==> config.mk <==
export PLATFORM = sky130hd
export DESIGN_NAME = pwm_fader
export DESIGN_NICKNAME = d
export VERILOG_FILES = /design/src/rtl/pwm_fader.sv
export SDC_FILE = /design/constraint.sdc
export NUM_CORES = 1
export LEC_CHECK = 0
export BUFFER_PORTS_ARGS = -buffer_cell sky130_fd_sc_hd__clkbuf_2
export CORE_MARGIN = 10
export CORE_UTILIZATION = 65
export CTS_CLUSTER_DIAMETER = 80
export CTS_CLUSTER_SIZE = 20
export DETAILED_ROUTE_END_ITERATION = 8
export PLACE_DENSITY_LB_ADDON = 0.15
export SLEW_MARGIN = 30
export SYNTH_ARGS = -nofsm -noshare
export SYNTH_HDL_FRONTEND = slang
export SYNTH_SLANG_ARGS = --single-unit
==> constraint.sdc <==
create_clock -name i_clk -period 9.2 [get_ports i_clk]
set_clock_uncertainty 0.2 [all_clocks]
set_input_delay 0.92 -clock i_clk [delete_from_list [all_inputs] [get_ports i_clk]]
set_output_delay 0.92 -clock i_clk [all_outputs]
set_load 0.1 [all_outputs]
==> src/rtl/pwm_fader.sv <==
// Compare-value generator for the PWM stage: ramps o_compare one LSB per
// prescaler tick, either toward a latched target (fade) or as a 0..max triangle (breathe).
module pwm_fader #(
    parameter int RESOLUTION = 8,
    parameter int DIV_WIDTH  = 16
) (
    input  logic                  i_clk,
    input  logic                  i_rst_n,
    input  logic [RESOLUTION-1:0] i_top,
    input  logic [RESOLUTION:0]   i_target,
    input  logic                  i_target_valid,
    input  logic                  i_breathe,
    input  logic [DIV_WIDTH-1:0]  i_step_div,
    output logic [RESOLUTION:0]   o_compare,
    output logic                  o_compare_valid,
    output logic                  o_busy,
    output logic [1:0]            o_state
);

    localparam int CW = RESOLUTION + 1;

    typedef enum logic [1:0] {
        IDLE      = 2'd0,
        FADE      = 2'd1,
        BRTH_UP   = 2'd2,
        BRTH_DOWN = 2'd3
    } state_t;

    state_t               state;
    state_t               state_next;
    logic [CW-1:0]        target_q;
    logic [CW-1:0]        compare_next;
    logic [CW-1:0]        max_val;
    logic [CW-1:0]        goal;
    logic [DIV_WIDTH-1:0] div_cnt;
    logic                 tick;

    // Full scale is top+1; the extra bit keeps it from overflowing.
    assign max_val = {1'b0, i_top} + CW'(1);
    assign goal    = (target_q < max_val) ? target_q : max_val;
    assign tick    = (state != IDLE) && (div_cnt == i_step_div);
    assign o_busy  = (state != IDLE);
    assign o_state = state;

    always_comb begin
        state_next   = state;
        compare_next = o_compare;
        case (state)
            IDLE: begin
                if (i_breathe) begin
                    state_next = (o_compare < max_val) ? BRTH_UP : BRTH_DOWN;
                end else if (o_compare != goal) begin
                    state_next = FADE;
                end
            end
            FADE: begin
                if (i_breathe) begin
                    state_next = (o_compare < max_val) ? BRTH_UP : BRTH_DOWN;
                end else if (o_compare == goal) begin
                    state_next = IDLE;
                end else if (tick) begin
                    compare_next = (o_compare < goal) ? o_compare + CW'(1)
                                                      : o_compare - CW'(1);
                end
            end
            BRTH_UP: begin
                if (!i_breathe) begin
                    state_next = FADE;
                end else if (o_compare >= max_val) begin
                    state_next = BRTH_DOWN;
                end else if (tick) begin
                    // Turn around on the step that reaches max so the sweep never pauses.
                    compare_next = o_compare + CW'(1);
                    if (o_compare + CW'(1) == max_val) begin
                        state_next = BRTH_DOWN;
                    end
                end
            end
            BRTH_DOWN: begin
                if (!i_breathe) begin
                    state_next = FADE;
                end else if (o_compare == '0) begin
                    state_next = BRTH_UP;
                end else if (tick) begin
                    if (o_compare > max_val) begin
                        compare_next = max_val;
                    end else begin
                        compare_next = o_compare - CW'(1);
                        if (o_compare == CW'(1)) begin
                            state_next = BRTH_UP;
                        end
                    end
                end
            end
            default: begin
                state_next = IDLE;
            end
        endcase
    end

    always_ff @(posedge i_clk or negedge i_rst_n) begin
        if (!i_rst_n) begin
            state           <= IDLE;
            o_compare       <= '0;
            o_compare_valid <= 1'b0;
            target_q        <= '0;
            div_cnt         <= '0;
        end else begin
            state           <= state_next;
            o_compare       <= compare_next;
            o_compare_valid <= (compare_next != o_compare);
            if (i_target_valid) begin
                target_q <= i_target;
            end
            // Wraps naturally when the divisor is lowered below the running count.
            if ((state == IDLE) || i_target_valid || tick) begin
                div_cnt <= '0;
            end else begin
                div_cnt <= div_cnt + DIV_WIDTH'(1);
            end
        end
    end

endmodule

==> results of run 1 <==
worst reg2reg max path: stages (launching register included):
cell                       delay (ns)
sky130_fd_sc_hd__dfrtp_1         0.43
sky130_fd_sc_hd__ha_1            0.31
sky130_fd_sc_hd__o21a_1          0.10
sky130_fd_sc_hd__o21ai_0         0.17
sky130_fd_sc_hd__nand2b_1        0.09
sky130_fd_sc_hd__maj3_1          0.35
sky130_fd_sc_hd__a21oi_1         0.17
sky130_fd_sc_hd__maj3_1          0.19
sky130_fd_sc_hd__a21oi_1         0.07
sky130_fd_sc_hd__maj3_1          0.37
sky130_fd_sc_hd__a21oi_2         0.52
sky130_fd_sc_hd__mux2i_1         0.30
sky130_fd_sc_hd__ha_1            0.28
sky130_fd_sc_hd__nand4_1         0.11
sky130_fd_sc_hd__nor3_1          0.10
sky130_fd_sc_hd__or4_1           0.46
sky130_fd_sc_hd__or2_2           0.36
sky130_fd_sc_hd__a221o_1         0.31
sky130_fd_sc_hd__nor3b_1         0.17
sky130_fd_sc_hd__o21ai_0         0.27
sky130_fd_sc_hd__o21ai_0         0.26
sky130_fd_sc_hd__o221ai_1        0.15
sky130_fd_sc_hd__a2111o_1        0.30
flip-flops by register name, indices dropped and copies added (netlist names):
register and cells:
o_compare_valid 1, o_compare 9, div_cnt 16, target_q 9, o_state 2
worst min-delay path by stage:
stage,endpoint,from,slack [ns],cells past startpoint
3_5_place_dp,target_q[7],target_q[7],0.34,1
6_report,target_q[7],target_q[7],0.36,1
3_3_place_gp,div_cnt[0],div_cnt[0],0.32,1
4_1_cts,target_q[7],target_q[7],0.36,1
2_1_floorplan,div_cnt[0],div_cnt[0],0.28,1
5_1_grt,target_q[5],target_q[5],0.39,1
layout by cell type (no fill, tap or decap), types with 15 or more instances in the layout:
master                      n
sky130_fd_sc_hd__nand3_1   31
sky130_fd_sc_hd__nand2_1   31
sky130_fd_sc_hd__dfrtp_1   37
sky130_fd_sc_hd__o21ai_0   32
sky130_fd_sc_hd__xnor2_1   38
sky130_fd_sc_hd__nor2_1    52
sky130_fd_sc_hd__inv_1     21
sky130_fd_sc_hd__ha_1      23
sky130_fd_sc_hd__a21oi_1   23
sky130_fd_sc_hd__nor3_1    22
sky130_fd_sc_hd__xor2_1    15
sky130_fd_sc_hd__clkbuf_2  48
cell families (layout without fill, tap and decap cells):
kind of cell / count (synthesis) / after routing / synth area share (%)
AOI/OAI and AO/OA: 127 / 127 / 21.34
DFF: 37 / 37 / 22.15
adders and majority gates: 26 / 26 / 7.603
muxes: 23 / 23 / 5.926
buffers and inverters: 52 / 82 / 5.148
xor gates and xnor gates: 56 / 56 / 12.72
and+or+nand+nor: 204 / 204 / 25.11
metal layers:
layer / part of all wire, % / routed length (um) / GRT usage [%] / vias up
li1: - / - / - / 1987
met1: 39 / 5513 / 34.65 / 2117
met2: 45 / 6371 / 42.93 / 320
met3: 11 / 1591 / 7.280 / 66
met4: 4.0 / 561 / 11.52 / 0
met5: 0 / 0 / 0 / -
power groups by stage:
stage          sequential [W]  clock, W  combinational (W)
2_1_floorplan        0.000369         0           0.000496
3_3_place_gp         0.000282         0           0.000749
3_5_place_dp         0.000284         0           0.000765
4_1_cts              0.000281  0.000127           0.000768
5_1_grt              0.000289  0.000134           0.000836
6_report             0.000289  0.000126           0.000785
layout make-up:
type,instances,share of cell area (%)
clock buffers,5,1.529
repair buffers,50,5.671
clock inverters,3,0.4726
inverters,24,2.002
multi-input cells,436,67.61
flip-flops and latches,37,20.57
well taps,77,2.141
through the flow:
step                worst slack, ns  util (%)  std cells  hold WS [ns]  power [W]
floorplan                     2.807         -        525        0.2844  0.0008656
global placement              1.831     69.76        624        0.3213   0.001030
detailed placement            1.509     69.76        624        0.3444   0.001048
CTS                           1.810     71.19        632        0.3641   0.001175
global route                  1.645     71.28        632        0.3896   0.001258
finish                        2.085     71.28        632        0.3582   0.001200
==> summary.md, run 1 <==
| Metric | Value |
|---|---|
| Count of buffers from port buffering | 49 |
| Non-Filler Cell Area, Final | 4501 um2 |
| Top cell types by occurrence after synthesis | sky130_fd_sc_hd__nor2_1, sky130_fd_sc_hd__xnor2_1, sky130_fd_sc_hd__dfrtp_1 |
| CP Capture Type | flip-flop |
| Core region area | 6314 um2 |
| Clk sink count | 37 |
| Crit Path Max Fanout | 9 |
| First-pass GRT wire length | between 20,000 and 25,000 um |
| Via count normalized by instance count | a little over 7 |
| EDFF count, synth | 0 |
| Filler cell count | between 500 and 600 |
| Syn nets | 585 |
| Post-cts sizing count | 0 |
| R2r startpoint | target_q[1] |
| Die area | between 10,000 and 15,000 um2 |
| Critical path buffer and inverter count | 2 |
| Leading cell type by number of instances after synthesis | sky130_fd_sc_hd__nor2_1 |
| Fraction of the yosys area taken by sequential cells | between 20 and 25% |
| Outcome | finished, final reports clean |
| TritonCTS clock tree | done |
| Estimated wirelength of the detail-placed design | 10,640 um |
| Post-route DRC violation count | 0 |
| Crit Path Category | in2reg |
| Worst reg2reg endpoint | o_compare_valid |
| TritonCTS Buffers | 5 |
| Initial DRC count | 476 |
| Endpoints failing hold | 0 |
| Register share of total power | about a quarter |
| Max-cap check violation count | 0 |
| Most common flop cell mapped by yosys | sky130_fd_sc_hd__dfrtp_1 |
| Remaining antenna violation count | 0 |
| Endpoint of the most critical setup path | o_compare_valid |
| Total iterations of the first detailed-routing run | 5 |
| Timing startpoint of the critical path | i_top[0] |
| Depth of the critical timing path with buffers and inverters included | 25 |
| Number of global-route vias before repair | approximately 4,400 |
| Post-CTS setup-driven buffer insertion count | 0 |
| Unrepaired setup endpoints after global routing | no |
| Top Family by Delay on Critical Path | compound AO/OA/AOI/OAI gates |
| Internal power contribution | 0.0004972 W |
| Relative max-transition margin | 48.26% |
| Die extent in y | 100.2 um |
| Shortest clock period the worst path allows after layout | 7.115 ns |
| Number of vias in the routed layout | 4,490 |
| Area Overhead vs Synth | 7.662% |
| Power density over cell area | 266.7 nW/um2 |
| Area contributors post-synth | sky130_fd_sc_hd__dfrtp_1, sky130_fd_sc_hd__xnor2_1, sky130_fd_sc_hd__ha_1, sky130_fd_sc_hd__nor2_1, sky130_fd_sc_hd__o21ai_0 |
| Sequential cell area | 925.9 um2 |
| Max-slew violation count | 0 |
| Portion of total power attributed to the clock network | about a tenth |
| Worst-case vdd ir drop | 341.2 uV |
| Longest individual stage delay on the worst path | 0.52 ns |
| Data arrival time of the critical path | 7.11 ns |
| Root Buffer | sky130_fd_sc_hd__clkbuf_8 |
| Total of flip-flops plus latches after synthesis | 37 |
| Placed Area | 4404 um2 |
| Worst r2r path cells | 22 |
| Multi-input combinational cell area | ~3000 um2 |
| Tcrit/Tclk final | between 70% and 80% |
| Row count | 29 |
| Highest clock frequency the design can meet | 0.1405 GHz |
| Cell type of the slowest stage on the worst timing path | sky130_fd_sc_hd__a21oi_2 |
| Maximum number of pins on one net before global-route repair | 38 |
| Final routed wirelength across all metal layers | approximately 14,000 um |
| Starting density of the core | 66.21% |
| Clk pin slew, worst setup/hold paths | 0.09 ns |
| Gpl congestion | roughly 1 |
| Post-synthesis cell count | approximately 530 |
| Required time worst endpoint | 9.19 ns |
| Synthesized area per cell | 7.962 um2 |
| Count of warnings emitted by yosys | 0 |
| Combinational power share | 65.4% |
| Final-report setup violation count | 0 |
| Nets | a little over 600 |
| WL per Instance | around 22 um |
| Setup tns final | 0 ns |
| Synth unique cells | 77 |
| Largest area contributor in the synthesized netlist | sky130_fd_sc_hd__dfrtp_1 |
| Aggregate global routing overflow | 0 |
| Sw Pwr | 0.0007029 W |
| Clk_lat worst skew | 0.31 ns |
| Actual transition at the worst max-transition pin | 0.7566 ns |
| Proportion of netlist area held by the largest area contributor | 22.15% |
| Class of the worst hold path | reg2reg |
| Static leakage power | roughly 1.8 nW |
| Number of H-tree levels | 2 |
| Longest Clk Path Bufs | 2 |
| Cell area after synthesis | roughly 4200 um2 |
| Count of antenna diodes in the layout | 0 |
| Horizontal die dimension | 100.2 um |
| Number of I/O pins | 50 |
| Number of hold buffers added after CTS | 0 |
| Worst Setup Start Kind | input pin |
| Initial antenna violation count | 0 |
| Fraction of final layout cells sized beyond drive strength 1 | 15.14% |
| Sw frac | about three fifths |
| Async set-or-reset flop fraction in the synthesized netlist | 100.0% |
| R2r setup slk | 3.06 ns |
| Overall track demand over capacity in global routing | 27.37% |
(Power assumes the default switching activity.)
==> run 2: changes to the inputs <==
Settings changed: CORE_UTILIZATION 65 to 54.
Clock period 9.2 ns to 6 ns, I/O delays scaled along.
==> run 2 against run 1 <==
Cell area grew 6.1%; critical endpoint unchanged; flip-flop and latch count unchanged; die area increased by 16%; combinational power rose by 59%; via count fell by 1.4%; count of clock-buffer cells in the layout unchanged; register-to-register slack got worse by 2.6 ns; core utilization decreased by 8.9 points; first-iteration DRC count up 0.42%; total power increased by 59%.
==> summary.md, run 2 (same netlist as run 1, synthesis figures left out) <==
| Metric | Value |
|---|---|
| Outcome | finished, final reports clean |
| Register ranked first by flip-flop count | div_cnt |
| Die extent in y | 108.0 um |
| Initial antenna violation count | 0 |
| Longest Clk Path Bufs | 2 |
| Crit Path Max Fanout | 5 |
| Crit Path Category | in2reg |
| Final-report setup violation count | 0 |
| Highest clock frequency the design can meet | 0.1714 GHz |
| Register share of total power | 24.3% |
| Flip-flop count of the largest register after layout | 16 |
| Number of hold buffers added after CTS | 0 |
| Maximum number of pins on one net before global-route repair | 38 |
| Number of global-route vias before repair | 4,238 |
| Starting density of the core | 54.66% |
| Internal power contribution | 0.0008147 W |
| WL per Instance | between 20 and 25 um |
| Nets | 638 |
| R2r startpoint | target_q[1] |
| Required time worst endpoint | 6.00 ns |
| Leading cell type in the layout, fill and taps excluded | sky130_fd_sc_hd__nor2_1 |
| Class of the worst hold path | in2async |
| Endpoint of the most critical setup path | o_compare_valid |
| Timing startpoint of the critical path | i_top[1] |
| Top Family by Delay on Critical Path | adder cells |
| Count of antenna diodes in the layout | 0 |
| Worst reg2reg endpoint | o_compare_valid |
| Die area | between 10,000 and 15,000 um2 |
| Placed Area | 4601 um2 |
| Max-cap check violation count | 0 |
| Worst hold slack after final layout | 0.2014 ns |
| Placement-stage worst setup slack | -0.1933 ns |
| Actual transition at the worst max-transition pin | around 0.86 ns |
| Power density over cell area | 400.1 nW/um2 |
| First-pass GRT wire length | 22,540 um |
| Overall track demand over capacity in global routing | 24.07% |
| Longest individual stage delay on the worst path | 0.37 ns |
| Sw frac | a little under three fifths |
| Relative max-transition margin | approximately two fifths |
| Worst r2r path cells | 27 |
| Row count | 32 |
| Depth of the critical timing path with buffers and inverters included | 30 |
| Aggregate global routing overflow | 0 |
| Clk pin slew, worst setup/hold paths | 0.10 ns |
| Non-Filler Cell Area, Final | 4773 um2 |
| Most used cell, CP | sky130_fd_sc_hd__buf_4 |
| Post-route DRC violation count | 0 |
| Most frequent cells in the layout | sky130_fd_sc_hd__nor2_1, sky130_fd_sc_hd__clkbuf_2, sky130_fd_sc_hd__xnor2_1 |
| Cell type of the slowest stage on the worst timing path | sky130_fd_sc_hd__maj3_1 |
| Clk_lat worst skew | 0.31 ns |
| Filler cell count | 731 |
| Number of I/O pins | 50 |
| Worst Setup Start Kind | input pin |
| Data arrival time of the critical path | between 5 and 6 ns |
| Horizontal die dimension | 108.0 um |
| Via count normalized by instance count | 6.498 |
| Gpl congestion | about 1 |
| Sw Pwr | about 0.0011 W |
| Shortest clock period the worst path allows after layout | 5.834 ns |
| Final routed wirelength across all metal layers | 14,280 um |
| Largest regs | div_cnt x16, o_compare x9, target_q x9 |
| R2r setup slk | 0.49 ns |
| Combinational power share | 65.4% |
| Initial DRC count | 478 |
| Total iterations of the first detailed-routing run | 5 |
| Number of H-tree levels | 2 |
| Tcrit/Tclk final | roughly 97% |
| Fraction of final layout cells sized beyond drive strength 1 | 20.73% |
| Count of buffers from port buffering | between 40 and 50 |
| Final setup margin | 0.1662 ns |
| Remaining antenna violation count | 0 |
| Static leakage power | 1.958 nW |
| Area Overhead vs Synth | 14.19% |
| TritonCTS Buffers | 5 |
| TritonCTS clock tree | done |
| CP Capture Type | flip-flop |
| Number of vias in the routed layout | 4,425 |
| Core region area | 7647 um2 |
| Max-slew violation count | 0 |
| Portion of total power attributed to the clock network | 10.3% |
| Clk sink count | 37 |
| Worst-case vdd ir drop | 346.8 uV |
| Endpoints failing hold | 0 |
| Critical path buffer and inverter count | 7 |
| Estimated wirelength of the detail-placed design | ~11,000 um |
| Root Buffer | sky130_fd_sc_hd__clkbuf_8 |
-- run 2: cell types whose count changed in the layout (fill, tap and decap cells not counted), moves of 2 or more --
cell                      delta
sky130_fd_sc_hd__o21ai_0     -5
sky130_fd_sc_hd__buf_4      +22
sky130_fd_sc_hd__a21oi_1     -2
sky130_fd_sc_hd__a21oi_2     +2
sky130_fd_sc_hd__o21ai_1     +5
sky130_fd_sc_hd__nor3_2      +2
sky130_fd_sc_hd__nor3_1      -2
-- run 2: per-stage QoR --
stage / setup TNS, ns / instances / util (%) / power (W)
after detailed placement: -0.3126 / 671 / 60.16 / 0.001648
after CTS: 0 / 679 / 61.34 / 0.001847
final: 0 / 681 / 62.42 / 0.001910
after global routing: -0.08744 / 681 / 62.42 / 0.002010
after global placement: -0.04031 / 671 / 60.16 / 0.001635
after floorplan: 0 / 525 / - / 0.001327
-- run 2: worst reg2reg max path: stages, from the launching register on --
cell and delay (ns):
sky130_fd_sc_hd__dfrtp_1 0.43, sky130_fd_sc_hd__ha_1 0.31, sky130_fd_sc_hd__o21a_1 0.10, sky130_fd_sc_hd__o21ai_1 0.11, sky130_fd_sc_hd__nand2b_1 0.07, sky130_fd_sc_hd__maj3_1 0.37, sky130_fd_sc_hd__a21oi_2 0.14, sky130_fd_sc_hd__maj3_1 0.17
sky130_fd_sc_hd__a21oi_1 0.06, sky130_fd_sc_hd__maj3_1 0.37, sky130_fd_sc_hd__a21oi_2 0.18, sky130_fd_sc_hd__buf_6 0.16, sky130_fd_sc_hd__mux2i_1 0.21, sky130_fd_sc_hd__ha_1 0.26, sky130_fd_sc_hd__buf_4 0.14, sky130_fd_sc_hd__buf_4 0.13
sky130_fd_sc_hd__o211a_1 0.10, sky130_fd_sc_hd__o31ai_1 0.09, sky130_fd_sc_hd__a21o_1 0.19, sky130_fd_sc_hd__buf_4 0.13, sky130_fd_sc_hd__a311oi_2 0.09, sky130_fd_sc_hd__buf_4 0.17, sky130_fd_sc_hd__or3_1 0.31, sky130_fd_sc_hd__nand3_1 0.11
sky130_fd_sc_hd__nor3_2 0.07, sky130_fd_sc_hd__a32oi_1 0.23, sky130_fd_sc_hd__o2111ai_1 0.18, sky130_fd_sc_hd__a2111o_1 0.32
-- run 2: cell type report --
type                    instances  area [um2]  area share (%)
well taps                     102       127.6           2.674
clock buffers                   5       68.82           1.442
repair buffers                 74       436.7           9.148
inverters                      24       90.09           1.887
multi-input cells             436        3103           65.01
flip-flops and latches         37       925.9           19.40
clock inverters                 3       21.27          0.4456
-- run 2: per-layer routing --
metal	GRT usage (%)	routed length, um	share of wire (%)
met1	30.94	5903	41
met2	37.67	6508	46
met3	6.246	1368	9.6
met4	9.542	499	3.5
met5	0	0	0
-- run 2: timing repair --
| action | in CTS | in global routing |
|---|---|---|
| setup endpoints to repair | 0 | 3 |
| buffers inserted | 0 | 1 |
| resized for setup | 0 | 23 |
-- run 2: power by group through the flow --
| stage | registers, W | clock network [W] | logic (W) |
|---|---|---|---|
| after floorplan | 0.000566 | 0 | 0.000761 |
| after global placement | 0.000456 | 0 | 0.00118 |
| after detailed placement | 0.000459 | 0 | 0.00119 |
| after CTS | 0.000454 | 0.000197 | 0.00120 |
| final | 0.000465 | 0.000196 | 0.00125 |
| after global routing | 0.000469 | 0.000205 | 0.00134 |
-- run 2: worst min-delay path by stage --
stage | to | depth (start not counted) | slack (ns) | start
finish | div_cnt[4] | 1 | 0.20 | i_rst_n
global route | target_q[3] | 1 | 0.26 | i_rst_n
CTS | target_q[3] | 1 | 0.27 | i_rst_n
detailed placement | div_cnt[0] | 1 | 0.34 | div_cnt[0]
global placement | div_cnt[0] | 1 | 0.33 | div_cnt[0]
floorplan | div_cnt[0] | 0 | 0.10 | i_rst_n
